==> config.mk <==
export PLATFORM = sky130hd
export DESIGN_NAME = multicycle_ctrl
export DESIGN_NICKNAME = d
export VERILOG_FILES = /design/src/rtl/multicycle_ctrl.sv
export SDC_FILE = /design/constraint.sdc
export NUM_CORES = 1
export LEC_CHECK = 0
export CAP_MARGIN = 5
export CORE_MARGIN = 5
export CORE_UTILIZATION = 40
export DETAILED_ROUTE_END_ITERATION = 8
export HOLD_SLACK_MARGIN = 0.03
export PLACE_DENSITY = 0.91
export SLEW_MARGIN = 15
export SYNTH_ARGS = -nofsm -noshare
export SYNTH_HDL_FRONTEND = slang
export SYNTH_SLANG_ARGS = --single-unit
==> constraint.sdc <==
create_clock -name clk -period 2.9 [get_ports clk]
set_input_delay 0.725 -clock clk [delete_from_list [all_inputs] [get_ports clk]]
set_output_delay 0.725 -clock clk [all_outputs]
set_load 0.01 [all_outputs]
==> src/rtl/multicycle_ctrl.sv <==
// -----------------------------------------------------------------------------
// multicycle_ctrl
//   Multicycle control FSM sitting directly upstream of the ALU. It decodes the
//   IR opcode/funct fields and sequences each instruction through
//   IF -> ID -> EXE -> MEM -> WB. It drives the ALU operand/operation selects
//   and the datapath enables. It consumes the ALU flags for branch resolution
//   and for suppressing the addi writeback on overflow.
//
// Ports
//   clk        in   1  clock, all state updates on posedge
//   rst        in   1  synchronous, active-high reset
//   opcode     in   6  IR[31:26]
//   funct      in   6  IR[5:0], only meaningful for R-type (opcode 000000)
//   zero       in   1  ALU zero flag (beq)
//   overflow   in   1  ALU overflow flag (addi)
//   condition  in   1  ALU greater-than-zero flag (bgtz)
//   ALU_Src    out  1  0: rt operand, 1: extended immediate
//   ALU_op     out  3  ALU operation code
//   ExtSel     out  2  00 zero-ext, 01 sign-ext, 10 imm<<16
//   PCWre      out  1  PC write enable
//   PC_Src     out  2  00 PC+4, 01 branch target, 10 jump target
//   IRWre      out  1  IR load enable
//   RegWre     out  1  register-file write enable
//   RegDst     out  1  0: write rt, 1: write rd
//   WrRegSrc   out  1  0: ALU result, 1: memory data
//   MemRd      out  1  data-memory read strobe
//   MemWr      out  1  data-memory write strobe
//   state      out  3  current FSM state (debug)
//   halted     out  1  high while in HALT
// -----------------------------------------------------------------------------
module multicycle_ctrl (
  input  logic       clk,
  input  logic       rst,
  input  logic [5:0] opcode,
  input  logic [5:0] funct,
  input  logic       zero,
  input  logic       overflow,
  input  logic       condition,
  output logic       ALU_Src,
  output logic [2:0] ALU_op,
  output logic [1:0] ExtSel,
  output logic       PCWre,
  output logic [1:0] PC_Src,
  output logic       IRWre,
  output logic       RegWre,
  output logic       RegDst,
  output logic       WrRegSrc,
  output logic       MemRd,
  output logic       MemWr,
  output logic [2:0] state,
  output logic       halted
);

  localparam logic [2:0] S_IF   = 3'b000;
  localparam logic [2:0] S_ID   = 3'b001;
  localparam logic [2:0] S_EXE  = 3'b010;
  localparam logic [2:0] S_MEM  = 3'b011;
  localparam logic [2:0] S_WB   = 3'b100;
  localparam logic [2:0] S_HALT = 3'b111;

  localparam logic [5:0] OP_RTYPE = 6'b000000;
  localparam logic [5:0] OP_ADDIU = 6'b001001;
  localparam logic [5:0] OP_ADDI  = 6'b001000;
  localparam logic [5:0] OP_ORI   = 6'b001101;
  localparam logic [5:0] OP_LUI   = 6'b001111;
  localparam logic [5:0] OP_LW    = 6'b100011;
  localparam logic [5:0] OP_SW    = 6'b101011;
  localparam logic [5:0] OP_BEQ   = 6'b000100;
  localparam logic [5:0] OP_BGTZ  = 6'b000111;
  localparam logic [5:0] OP_J     = 6'b000010;
  localparam logic [5:0] OP_HALT  = 6'b111111;

  localparam logic [5:0] FN_ADDU  = 6'b100001;
  localparam logic [5:0] FN_SUBU  = 6'b100011;
  localparam logic [5:0] FN_OR    = 6'b100101;
  localparam logic [5:0] FN_SLT   = 6'b101010;

  logic [2:0] next_state;
  logic       ov_q;

  // Decoded instruction class and ALU controls
  logic       is_valid;
  logic       is_r;
  logic       is_addi;
  logic       is_lw;
  logic       is_sw;
  logic       is_beq;
  logic       is_bgtz;
  logic       is_j;
  logic       is_halt;
  logic       dec_src;
  logic [2:0] dec_op;
  logic [1:0] dec_ext;

  always_comb begin
    is_valid = 1'b1;
    is_r     = 1'b0;
    is_addi  = 1'b0;
    is_lw    = 1'b0;
    is_sw    = 1'b0;
    is_beq   = 1'b0;
    is_bgtz  = 1'b0;
    is_j     = 1'b0;
    is_halt  = 1'b0;
    dec_src  = 1'b0;
    dec_op   = 3'b000;
    dec_ext  = 2'b00;
    case (opcode)
      OP_RTYPE: begin
        is_r = 1'b1;
        case (funct)
          FN_ADDU: dec_op = 3'b000;
          FN_SUBU: dec_op = 3'b001;
          FN_OR:   dec_op = 3'b010;
          FN_SLT:  dec_op = 3'b011;
          default: is_valid = 1'b0;
        endcase
      end
      OP_ADDIU: begin dec_src = 1'b1; dec_op = 3'b000; dec_ext = 2'b01; end
      OP_ADDI:  begin is_addi = 1'b1; dec_src = 1'b1; dec_op = 3'b100; dec_ext = 2'b01; end
      OP_ORI:   begin dec_src = 1'b1; dec_op = 3'b010; dec_ext = 2'b00; end
      OP_LUI:   begin dec_src = 1'b1; dec_op = 3'b101; dec_ext = 2'b10; end
      OP_LW:    begin is_lw = 1'b1; dec_src = 1'b1; dec_op = 3'b000; dec_ext = 2'b01; end
      OP_SW:    begin is_sw = 1'b1; dec_src = 1'b1; dec_op = 3'b000; dec_ext = 2'b01; end
      OP_BEQ:   begin is_beq = 1'b1; dec_op = 3'b001; end
      OP_BGTZ:  begin is_bgtz = 1'b1; dec_op = 3'b110; end
      OP_J:     is_j = 1'b1;
      OP_HALT:  is_halt = 1'b1;
      default:  is_valid = 1'b0;
    endcase
  end

  // State register and overflow latch
  always_ff @(posedge clk) begin
    if (rst) begin
      state <= S_IF;
      ov_q  <= 1'b0;
    end else begin
      state <= next_state;
      if (state == S_IF)
        ov_q <= 1'b0;
      else if (state == S_EXE && is_addi)
        ov_q <= overflow;
    end
  end

  // Next-state logic
  always_comb begin
    next_state = S_IF;
    case (state)
      S_IF: next_state = S_ID;
      S_ID: begin
        if (!is_valid || is_j) next_state = S_IF;   // undefined behaves as a nop
        else if (is_halt)      next_state = S_HALT;
        else                   next_state = S_EXE;
      end
      S_EXE: begin
        if (is_beq || is_bgtz)  next_state = S_IF;
        else if (is_lw || is_sw) next_state = S_MEM;
        else                     next_state = S_WB;
      end
      S_MEM:   next_state = is_lw ? S_WB : S_IF;
      S_WB:    next_state = S_IF;
      S_HALT:  next_state = S_HALT;
      default: next_state = S_IF;
    endcase
  end

  // Output decode; write-type enables are masked while rst is asserted
  always_comb begin
    ALU_Src  = 1'b0;
    ALU_op   = 3'b000;
    ExtSel   = 2'b00;
    PC_Src   = 2'b00;
    RegDst   = 1'b0;
    WrRegSrc = 1'b0;
    halted   = (state == S_HALT);
    IRWre    = !rst && (state == S_IF);
    // The cycle that hands control back to IF is the instruction's last one
    PCWre    = !rst && (state != S_HALT) && (next_state == S_IF);
    RegWre   = !rst && (state == S_WB) && !(is_addi && ov_q);
    MemRd    = !rst && (state == S_MEM) && is_lw;
    MemWr    = !rst && (state == S_MEM) && is_sw;

    if (state == S_EXE || state == S_MEM || state == S_WB) begin
      ALU_Src = dec_src;
      ALU_op  = dec_op;
      ExtSel  = dec_ext;
    end

    if (state == S_ID && is_j)
      PC_Src = 2'b10;
    else if (state == S_EXE && ((is_beq && zero) || (is_bgtz && condition)))
      PC_Src = 2'b01;

    if (state == S_WB) begin
      RegDst   = is_r;
      WrRegSrc = is_lw;
    end
  end

endmodule
==> flow_summary.toml, run 1 <==
[timing]
layout_setup_ws_ns = -0.007208
hold_ws_ns = 0.5364
rsz0062_at_grt = "yes"
fin_crit_sh_pct = 100.2
fmax_mhz = 344.0
clock_skew_ns = 0.001334
slew_headroom_pct = 76.47
setup_violations = 1
slew_violations = 0
hold_violations = 0
tightest_slew_ns = 0.3522
layout_min_cycle_time_ns = 2.907

[grt]
grt.total_usage_pct = 24.25
grt_pass1_vias = 1181
overflow = 0
grt_pass1_wl_um = 5140
grt_max_degree = 11
antenna_found_initial = 0

[drt]
wirelength_um = 3354
avgViaCountPerCell = 5.816
drcViolationCount = 0
num_vias = 1204
wire_per_inst_um = 16.20
postRouteAntennaNets = 0
drt_iter0_drc = 34
dr.pass1.iters = 4

[layout]
drive_gt1_share_pct = 37.36
diodes = 0
fillers = 120
post-route-util_pct = 82.77
syn2layout_area_growth_pct = 91.94
nets = 201
final_area_um2 = 1460

[min_path]
holdPathEnd = "ov_q"
hold_class = "reg2reg"
min_from = "ov_q"
whs_path_depth = 2

[synthesis]
synth_area_per_cell_um2 = 6.792
ys_types = 48
yosysWarnings = 0
yosysTopAreaCellShare_pct = 10.53
synth-seq-cells = 4
ys_seq_area_share_pct = 10.53
syn_area_um2 = 760.7
synthCells = 112
yosysTopAreaCell = "dfxtp_1"
synth_nets = 129
synth_area_leaders = "dfxtp_1, buf_2, nor2_1, a21oi_1, nor3_1"

[die]
rows = 15
die_area_um2 = 2874
die_y_um = 53.61
ios = 36
die_w_um = 53.61
start_util_pct = 43.12
core_area_um2 = 1764

[critical_path]
r2r_slack_ns = 1.47
critPathKind = "in2out"
crit_start = "opcode[0]"
crit_fanout = 6
worst-endpoint-required_ns = 2.17
r2r_start = "state[0]"
ff2ff_path_depth = 5
arrival_ns = 2.18
worstSetupEndpointType = "output port"
critical_path.startpoint_type = "input pin"
r2r-end = "state[2]"

[power]
p_per_area_nw_per_um2 = 188.0
p_leak_nw = 0.6716
peakVddDrop_mv = 0.2147

[placed_design]
gp_congestion = 0.9380
place_ws_ns = -0.6379
dpl_cell_area_um2 = 1376
numPortBuffers = 35
dp_hpwl_um = 2456

[outcome]
run_status = "finished, violations left"
violations = "negative setup slack"

[clocking]
clockRootBuffer = "clkbuf_4"
cts.sinks = 4
clk_latency_ns = 0.24
cts_buffers = 3
cts_tree = "built"
htree_levels = 1
clkTransAtPathRegs_ns = 0.03
cts_buffer_depth = 2

[run]
cap_viol_max_count = 0
-- metal layers --
layer	part of all wire [%]	GRT usage, %	vias up
met3	7.7	5.817	10
met1	37	25.58	564
met4	2.0	6.383	0
met5	0	0	-
met2	53	47.14	69
li1	-	-	561
-- worst max-delay path by stage --
stage                         to  slack (ns)  cells after the start
after floorplan            PCWre        0.38                      6
after detailed placement   PCWre       -0.64                      7
after global routing      RegDst       -0.08                      7
final                     RegDst      -0.007                      7
after CTS                  PCWre       0.006                      7
after global placement     PCWre       -0.56                      7
-- registers in the layout, indices dropped and copies added (netlist names) --
signal / cells
ov_q: 1
state: 3
-- critical path: stages --
cell,delay [ns]
dlygate4sd2_1,0.25
buf_6,0.14
nor2_2,0.20
buf_4,0.16
nand3_1,0.07
nor2_1,0.10
clkdlybuf4s50_1,0.54
-- cells in the final DEF, fill, tap and decap left out, drive strengths merged, types with 2 or more instances in the layout --
cell type / instances
nor3b: 3
nand2b: 2
nor4: 2
a21oi: 7
nand3: 4
xnor2: 2
inv: 2
nor4bb: 2
nor2b: 5
a31oi: 4
clkbuf: 3
nand2: 9
and2: 2
o21ai: 4
dlygate4sd2: 13
nand4: 2
nor3: 8
or2: 2
nor4b: 3
a22oi: 2
buf: 46
or3: 2
clkdlybuf4s50: 12
dfxtp: 4
clkdlybuf4s15: 3
nor2: 13
dlymetal6s2s: 3
-- metrics by stage --
| step | TNS (ns) | std cells | power, W |
|---|---|---|---|
| final | -0.007208 | 207 | 0.0002744 |
| after global routing | -0.2073 | 207 | 0.0002923 |
| after CTS | 0 | 206 | 0.0002699 |
| after detailed placement | -6.275 | 200 | 0.0001956 |
| after global placement | -5.279 | 200 | 0.0001894 |
| after floorplan | 0 | 112 | 0.0001189 |
-- layout make-up --
class | instances | area, um^2 | share of cell area [%]
Multi-Input combinational cell | 96 | 661.9 | 45.33
Timing Repair Buffer | 77 | 655.6 | 44.90
Sequential cell | 4 | 81.33 | 5.570
Tap cell | 25 | 31.28 | 2.142
Clock buffer | 3 | 22.52 | 1.542
Inverter | 2 | 7.507 | 0.5141
-- cells in the mapped netlist, drive strengths merged --
cell type,instances
o2111ai,1
a21oi,7
nor4,2
nand3b,1
nor3,8
and2,2
or2,2
nand2,9
a32oi,1
xor2,1
nor2,13
nand4,2
nand3,4
nor4b,3
buf,9
nor3b,3
a22oi,2
a221oi,1
a21o,1
a31oi,4
a211oi,1
nor2b,5
o32a,1
dfxtp,4
mux2,1
a21boi,1
and4,1
nand4b,1
or3b,1
inv,2
nand2b,2
o311ai,1
nor4bb,2
clkbuf,1
a22o,1
xnor2,2
mux2i,1
or3,2
o211ai,1
o21ai,4
and2b,1
-- report_power, final --
| group | leakage [nW] | switching (W) | internal, W |
|---|---|---|---|
| sequential | 0.0331 | 0.00000415 | 0.0000572 |
| combinational | 0.625 | 0.0000653 | 0.0000782 |
| clock | 0.0138 | 0.0000233 | 0.0000463 |
| total | 0.672 | 0.0000928 | 0.000182 |
-- cells by family after synthesis --
kind of cell / synth area share, %
muxes: 2.796
AOI/OAI and AO/OA: 25.00
and+or+nand+nor: 50.50
buffers and inverters: 7.729
DFF: 10.53
xor gates and xnor gates: 3.455
-- repair_timing --
| item | 4_1_cts | 5_1_grt |
|---|---|---|
| gates resized for setup | 45 | 6 |
| hold buffers | 0 | 0 |
| pin swaps | 10 | 4 |
| gates cloned | 0 | 0 |
| setup buffers | 3 | 1 |
| setup endpoints to repair | 14 | 7 |
(Power assumes the default switching activity.)
==> run 2, diff against run 1 <==
Settings changed: CTS_BUF_LIST set to sky130_fd_sc_hd__clkbuf_4, GPL_TIMING_DRIVEN set to 0.
==> flow_summary.toml, run 2 (synthesized netlist as in run 1, its figures left out) <==
[clocking]
cts_tree = "built"
clkTransAtPathRegs_ns = 0.04
cts_buffer_depth = 2
cts_hold_buf = 0
cts.sinks = 4
htree_levels = 1
cts_buffers = 3
clk_latency_ns = 0.24
clockRootBuffer = "clkbuf_4"

[power]
peakVddDrop_mv = 0.2127
internal_power_w = 0.0001600
total_power_w = 0.0002479
clkPwrFrac_pct = 28.9
p_switching_w = 0.00008793
p_leak_nw = 0.5277
p_per_area_nw_per_um2 = 200.0
p_sw_share_pct = 35.46
comb_power_share_pct = 46.5
seqPwrFrac_pct = 24.6

[timing]
layout_min_cycle_time_ns = 2.831
clock_skew_ns = 0.001402
hold_violations = 0
slew_headroom_pct = 78.93
hold_ws_ns = 0.5340
slew_violations = 0
tightest_slew_ns = 0.3153
fmax_mhz = 353.2
setup_violations = 0
fin_crit_sh_pct = 97.63

[min_path]
holdPathEnd = "ov_q"
whs_path_depth = 2
hold_class = "reg2reg"
min_from = "ov_q"

[critical_path]
r2r_start = "state[0]"
r2r-end = "state[1]"
critPathKind = "in2out"
arrival_ns = 2.11
worst-endpoint-required_ns = 2.17
crit_fanout = 2
ff2ff_path_depth = 4
r2r_slack_ns = 1.51
worstSetupEndpointType = "output port"
critical_path.startpoint_type = "input pin"

[drt]
met3_length_um = 192
route.met2.wl_um = 1414
dr.pass1.iters = 4
met1_length_um = 1138
drt_iter0_drc = 31
drcViolationCount = 0
wirelength_um = 2798
postRouteAntennaNets = 0
avgViaCountPerCell = 5.932
wire_per_inst_um = 15.81
highest_layer = "met4"
num_vias = 1050

[die]
ios = 36
die_w_um = 53.61
start_util_pct = 43.12
core_area_um2 = 1764
rows = 15
die_y_um = 53.61
die_area_um2 = 2874

[layout]
syn2layout_area_growth_pct = 62.99
final_area_um2 = 1240
largest_reg_flops = 3
nets = 171
largestRegisters = "state (3), ov_q (1)"
largest_register = "state"
mostFrequentLayoutCell = "clkdlybuf4s50_1"
drive_gt1_share_pct = 26.32
diodes = 0
mostFrequentLayoutCells = "clkdlybuf4s50_1, dlygate4sd2_1, nor2_1, nand2_1"

[grt]
grt_pass1_vias = 1035
overflow = 0
grt.total_usage_pct = 21.19
grt_pass1_wl_um = 4595
grt_max_degree = 11
antenna_found_initial = 0

[placed_design]
gp_congestion = 0.8506
dpl_cell_area_um2 = 1122
numPortBuffers = 33
dp_hpwl_um = 1914

[run]
cap_viol_max_count = 0

[outcome]
run_status = "complete, no violations"
==> run 2: through the flow <==
step	cells	setup WS [ns]	util [%]	TNS [ns]
after floorplan	112	0.3763	-	0
after global placement	170	-0.6321	63.62	-5.443
after detailed placement	170	-0.6957	63.62	-5.876
after CTS	176	0.006971	69.36	0
after global routing	177	-0.01270	70.28	-0.01270
final	177	0.06872	70.28	0
==> run 2: worst max-delay path: stages <==
cell	delay [ns]
clkdlybuf4s50_1	0.45
nor2b_2	0.16
nand4_1	0.15
o21ai_1	0.18
o211ai_2	0.13
and4_1	0.18
buf_2	0.14
==> run 2: power groups by stage <==
stage                     clock network (W)  registers, W  logic (W)
after detailed placement                  0     0.0000590   0.000103
final                             0.0000717     0.0000609   0.000115
after floorplan                           0     0.0000598  0.0000591
after CTS                         0.0000743     0.0000581   0.000113
after global routing              0.0000813     0.0000612   0.000125
after global placement                    0     0.0000589   0.000100
==> run 2: layer usage <==
| metal | global-route usage, % | up-vias |
|---|---|---|
| met5 | 0 | - |
| met4 | 7.234 | 0 |
| met3 | 6.094 | 8 |
| met2 | 38.16 | 59 |
| met1 | 23.55 | 478 |
| li1 | - | 505 |
==> run 2: area by class of cell <==
type	count	area (um^2)
inverters	2	7.507
well taps	25	31.28
plain buffers	9	73.82
repair buffers	38	335.3
multi-input cells	96	688.2
flip-flops and latches	4	81.33
fillers	150	524.3
clock buffers	3	22.52
==> run 2: worst max path at each step <==
stage               slack [ns]  startpoint  depth (start not counted)         to
floorplan                 0.38   opcode[1]                          6      PCWre
global placement         -0.63   opcode[2]                          8  ALU_op[0]
detailed placement       -0.70   opcode[0]                          7      MemRd
CTS                      0.007   opcode[2]                          7      PCWre
global route             -0.01    funct[5]                          7      PCWre
finish                    0.07    funct[5]                          7      PCWre
==> run 2: what timing repair did <==
item	in CTS	in global routing
resized for setup	46	12
endpoints found under the setup margin	14	7
buffers inserted	3	2
pin swaps	6	7
